$ cat config.mk
export PLATFORM = sky130hd
export DESIGN_NAME = fetch_sequencer
export DESIGN_NICKNAME = d
export VERILOG_FILES = /design/src/rtl/fetch_sequencer.sv
export SDC_FILE = /design/constraint.sdc
export NUM_CORES = 1
export LEC_CHECK = 0
export ABC_AREA = 1
export BUFFER_PORTS_ARGS = -buffer_cell sky130_fd_sc_hd__clkbuf_2
export CAP_MARGIN = 20
export CORE_MARGIN = 8
export CORE_UTILIZATION = 30
export DETAILED_ROUTE_END_ITERATION = 12
export GPL_ROUTABILITY_DRIVEN = 1
export PLACE_DENSITY = 0.57
export SLEW_MARGIN = 20
export SYNTH_ARGS = -nofsm -noshare
export SYNTH_HDL_FRONTEND = slang
export SYNTH_SLANG_ARGS = --single-unit
$ cat constraint.sdc
create_clock -name clk -period 1.6 [get_ports clk]
set_input_delay 0.16 -clock clk [delete_from_list [all_inputs] [get_ports clk]]
set_output_delay 0.16 -clock clk [all_outputs]
set_load 0.05 [all_outputs]
$ cat src/rtl/fetch_sequencer.sv
// Fetch sequencer: drives program_counter, runs req/ack instruction reads and
// hands fetched words to decode over a valid/ready handshake.
module fetch_sequencer #(
    parameter int W  = 4,
    parameter int IW = 8
) (
    input  logic          clk,
    input  logic          reset,
    input  logic [W-1:0]  pc_in,
    output logic          pc_enable,
    output logic          pc_load,
    output logic [W-1:0]  pc_data,
    output logic          mem_req,
    output logic [W-1:0]  mem_addr,
    input  logic          mem_ack,
    input  logic [IW-1:0] mem_rdata,
    output logic [IW-1:0] instr,
    output logic          instr_valid,
    input  logic          instr_ready,
    input  logic          branch_req,
    input  logic [W-1:0]  branch_target,
    input  logic          halt
);

    typedef enum logic [2:0] {
        S_IDLE,
        S_SETUP,
        S_REQ,
        S_HOLD,
        S_REDIRECT
    } state_t;

    state_t        r_state;
    logic          r_flush;
    logic          r_pc_enable;
    logic          r_pc_load;
    logic [W-1:0]  r_pc_data;
    logic          r_mem_req;
    logic [W-1:0]  r_mem_addr;
    logic [IW-1:0] r_instr;
    logic          r_instr_valid;

    state_t        w_state;
    logic          w_flush;
    logic          w_pc_enable;
    logic          w_pc_load;
    logic [W-1:0]  w_pc_data;
    logic [W-1:0]  w_mem_addr;
    logic [IW-1:0] w_instr;
    logic          w_instr_valid;

    always_ff @(posedge clk) begin
        if (reset) begin
            r_state       <= S_IDLE;
            r_flush       <= 1'b0;
            r_pc_enable   <= 1'b0;
            r_pc_load     <= 1'b0;
            r_pc_data     <= '0;
            r_mem_req     <= 1'b0;
            r_mem_addr    <= '0;
            r_instr       <= '0;
            r_instr_valid <= 1'b0;
        end else begin
            r_state       <= w_state;
            r_flush       <= w_flush;
            r_pc_enable   <= w_pc_enable;
            r_pc_load     <= w_pc_load;
            r_pc_data     <= w_pc_data;
            r_mem_req     <= (w_state == S_REQ);
            r_mem_addr    <= w_mem_addr;
            r_instr       <= w_instr;
            r_instr_valid <= w_instr_valid;
        end
    end

    // Pulse outputs are registered, so every pulse is decided at the edge
    // that precedes the cycle in which it is visible.
    always_comb begin
        w_state       = r_state;
        w_flush       = r_flush;
        w_pc_enable   = 1'b0;
        w_pc_load     = 1'b0;
        w_pc_data     = r_pc_data;
        w_mem_addr    = r_mem_addr;
        w_instr       = r_instr;
        w_instr_valid = r_instr_valid;

        case (r_state)
            S_IDLE: begin
                if (branch_req) begin
                    w_pc_data = branch_target;
                    w_pc_load = 1'b1;
                end else if (!halt) begin
                    w_state = S_SETUP;
                end
            end
            S_SETUP: begin
                if (branch_req) begin
                    w_instr_valid = 1'b0;
                    w_pc_data     = branch_target;
                    w_pc_load     = 1'b1;
                    w_state       = S_REDIRECT;
                end else begin
                    w_mem_addr = pc_in;
                    w_state    = S_REQ;
                end
            end
            S_REQ: begin
                if (mem_ack) begin
                    w_flush = 1'b0;
                    if (branch_req) begin
                        w_pc_data = branch_target;
                        w_pc_load = 1'b1;
                        w_state   = S_REDIRECT;
                    end else if (r_flush) begin
                        w_state = S_SETUP;
                    end else begin
                        w_instr       = mem_rdata;
                        w_instr_valid = 1'b1;
                        w_pc_enable   = 1'b1;
                        w_state       = S_HOLD;
                    end
                end else if (branch_req) begin
                    // The bus transaction cannot be dropped: remember to discard it.
                    w_flush   = 1'b1;
                    w_pc_data = branch_target;
                    w_pc_load = 1'b1;
                end
            end
            S_HOLD: begin
                if (branch_req) begin
                    w_instr_valid = 1'b0;
                    w_pc_data     = branch_target;
                    w_pc_load     = 1'b1;
                    w_state       = S_REDIRECT;
                end else if (instr_ready) begin
                    w_instr_valid = 1'b0;
                    w_state       = halt ? S_IDLE : S_SETUP;
                end
            end
            S_REDIRECT: begin
                w_state = S_SETUP;
            end
            default: begin
                w_state = S_IDLE;
            end
        endcase
    end

    assign pc_enable   = r_pc_enable;
    assign pc_load     = r_pc_load;
    assign pc_data     = r_pc_data;
    assign mem_req     = r_mem_req;
    assign mem_addr    = r_mem_addr;
    assign instr       = r_instr;
    assign instr_valid = r_instr_valid;

endmodule
==> flow_summary.ini <==
[routing]
wl_um = 2410
drc_errors = 0
drt_iter0_markers = 18
routed_via_density = 4.36
drtAntennaViolNets = 0
first_pass_iters = 4
via_count = 946
routedWlPerCell_um = 11.1

[worst_setup_path]
cp_max_fo = 10
path_cells = inv_2, nand3_4, nor2_8, nand2_4, nand2_1, a21oi_1
critPathKind = flip-flop to flip-flop
start_kind = flip-flop
crit_start = r_state[2]
crit_path_max_incr_delay_ps = 380
path_buf_inv = 1
cp-end-kind = flip-flop
crit_family = simple AND/OR/NAND/NOR gates
crit_cells = 6
crit_required_ps = 1800
r2r_end = instr[1]
setup.worst_path.end = instr[1]
rr_worst_depth = 6
r2r-start = r_state[2]
arrival_ps = 1350
rrSetupSlack_ps = 450
critPathSlowestCell = dfxtp_1

[clock_network]
clock_sinks = 24
cts_setup_buffers = 0
clkTransAtPathRegs_ps = 130
cts_resized = 0
cts-root-buf = clkbuf_4
cts_buffers = 3
hold_buffers = 0
clk_path_buf_depth = 2
insertion_delay_ps = 310
htree_num_levels = 1
cts_tree = done

[yosys]
ys_warn_count = 0
syn_nets = 150
synthTopCellsByCount = 24 x dfxtp_1, 22 x nand2_1, 22 x nor2_1
yosysMostFrequentCell = dfxtp_1
ys_seq_elements = 24
synth_cells = 128
synthTopCellsByArea = dfxtp_1 48%, nand2_1 8.3%, nor2_1 8.3%
ys_seq_area_frac = 0.481
synth-edff-count = 0
syn_avg_cell_area_sq_um = 7.80
syn_area_sq_um = 998
synth_ff_type = dfxtp_1
synth_area_leader_cell = dfxtp_1
yosysUniqueCellTypes = 21
async_flop_share = 0
synth_top_area_share = 0.481

[global_routing]
grt_pass1_vias = 991
grt-ovfl-total = 0
grt_usage = 0.0944
grt.busiest_layer = met2
grt_max_degree = 15
antenna_found_initial = 0
grt_util_met1 = 0.108
grt_pass1_wl_um = 4070
met3_usage = 0.0477
met2_usage = 0.148

[pwr]
power_density_nw_per_um2 = 878
peakVddDrop_mv = 0.646
leakagePower_nw = 0.609

[sta]
fin_tns_setup_ps = 0
fmax_mhz = 870
period_share = 0.718
setup_viol = 0
period_minus_slack_ps = 1150
clock_skew_ps = 5.25
finalHoldViolations = 0
tightest_slew_ps = 288
rsz0062_at_grt = false
drv_slew = 0
maxSlewHeadroom = 0.808

[finish]
num_antenna_cells = 0
layout.nets = 194
drive_gt1_frac = 0.357
finalCoreUtilization = 0.396
area_growth_pct = 29.1
n_fill_cell = 346

[place]
hpwl_um = 1970
port-buffer-count = 41
place_congestion = 0.911

[die]
dieArea_sq_um = 5430
initial_core_util = 0.306
io_pins = 42
die_w_um = 73.7
fp.dieH_um = 73.7
rows = 21
core_sq_um = 3260

[outcome]
status = finished clean

[flow_run]
cap_violations = 0

[worst_hold_path]
min_path_type = primary input to flip-flop
-- final cells by class --
type                    instances  area [sq um]  area share
repair buffers                 41           205       0.159
inverters                      12          45.0      0.0350
clock buffers                   4          36.3      0.0282
multi-input cells              90           464       0.360
flip-flops and latches         24           480       0.373
well taps                      46          57.6      0.0447
-- worst min-delay path, stage by stage --
cell and delay (ps):
clkbuf_2 80, nand3_1 70, a21oi_1 60
-- how the worst min path moves through the flow --
| stage | end | start | slack, ps | cells past startpoint |
|---|---|---|---|---|
| 2_1_floorplan | instr[6] | reset | 230 | 1 |
| 6_report | instr[4] | mem_rdata[4] | 90 | 3 |
| 3_5_place_dp | mem_addr[2] | pc_in[2] | 430 | 3 |
| 4_1_cts | instr[4] | mem_rdata[4] | 80 | 3 |
| 5_1_grt | instr[6] | mem_rdata[6] | 80 | 3 |
| 3_3_place_gp | instr[0] | mem_rdata[0] | 420 | 3 |
-- registers in the layout (all words and copies together), names as in the netlist --
| name | count |
|---|---|
| instr | 8 |
| pc_data | 4 |
| mem_addr | 4 |
| instr_valid | 1 |
| r_flush | 1 |
| r_state | 3 |
| pc_enable | 1 |
| pc_load | 1 |
| mem_req | 1 |
-- layout by cell type, fill, tap and decap left out, types with 2 or more instances in the layout --
| cell | synthesis | final |
|---|---|---|
| clkbuf_2 | 0 | 41 |
| dfxtp_1 | 24 | 24 |
| nand2_1 | 22 | 22 |
| nor2_1 | 22 | 22 |
| nand3_1 | 11 | 11 |
| a21oi_1 | 11 | 11 |
| o21ai_0 | 8 | 8 |
| inv_1 | 7 | 7 |
| inv_2 | 4 | 4 |
| nand3_2 | 3 | 3 |
| clkbuf_4 | 0 | 3 |
| nor2_4 | 2 | 2 |
| nand4_1 | 2 | 2 |
| nor2_2 | 2 | 2 |
| nand2_2 | 2 | 2 |
-- routing by layer --
metal / vias to the layer above / wire length [um]
met5: - / 0
met2: 37 / 1060
met3: 2 / 258
met1: 407 / 1080
met4: 0 / 16
li1: 500 / -
-- cells by family after synthesis --
group,synth area share
flip-flops,0.481
AO/OA/AOI/OAI,0.100
AND/OR/NAND/NOR,0.365
buffers and inverters,0.0539
-- through the flow --
stage	setup WS, ps	cell area, sq um	power, mW	std cells	hold WS (ps)
finish	451	1290	1.13	217	91.8
global route	345	1290	1.20	217	84.5
CTS	429	1290	1.15	217	83.1
detailed placement	455	1250	0.834	213	428
global placement	484	1250	0.831	213	417
floorplan	578	998	0.775	128	229
-- where the power goes --
group          total [mW]  switching (mW)  internal, mW
logic               0.189           0.134        0.0542
registers           0.629          0.0115         0.618
clock network       0.314           0.175         0.139
total                1.13           0.321         0.811
No activity file was read; power rests on OpenSTA's default activity.
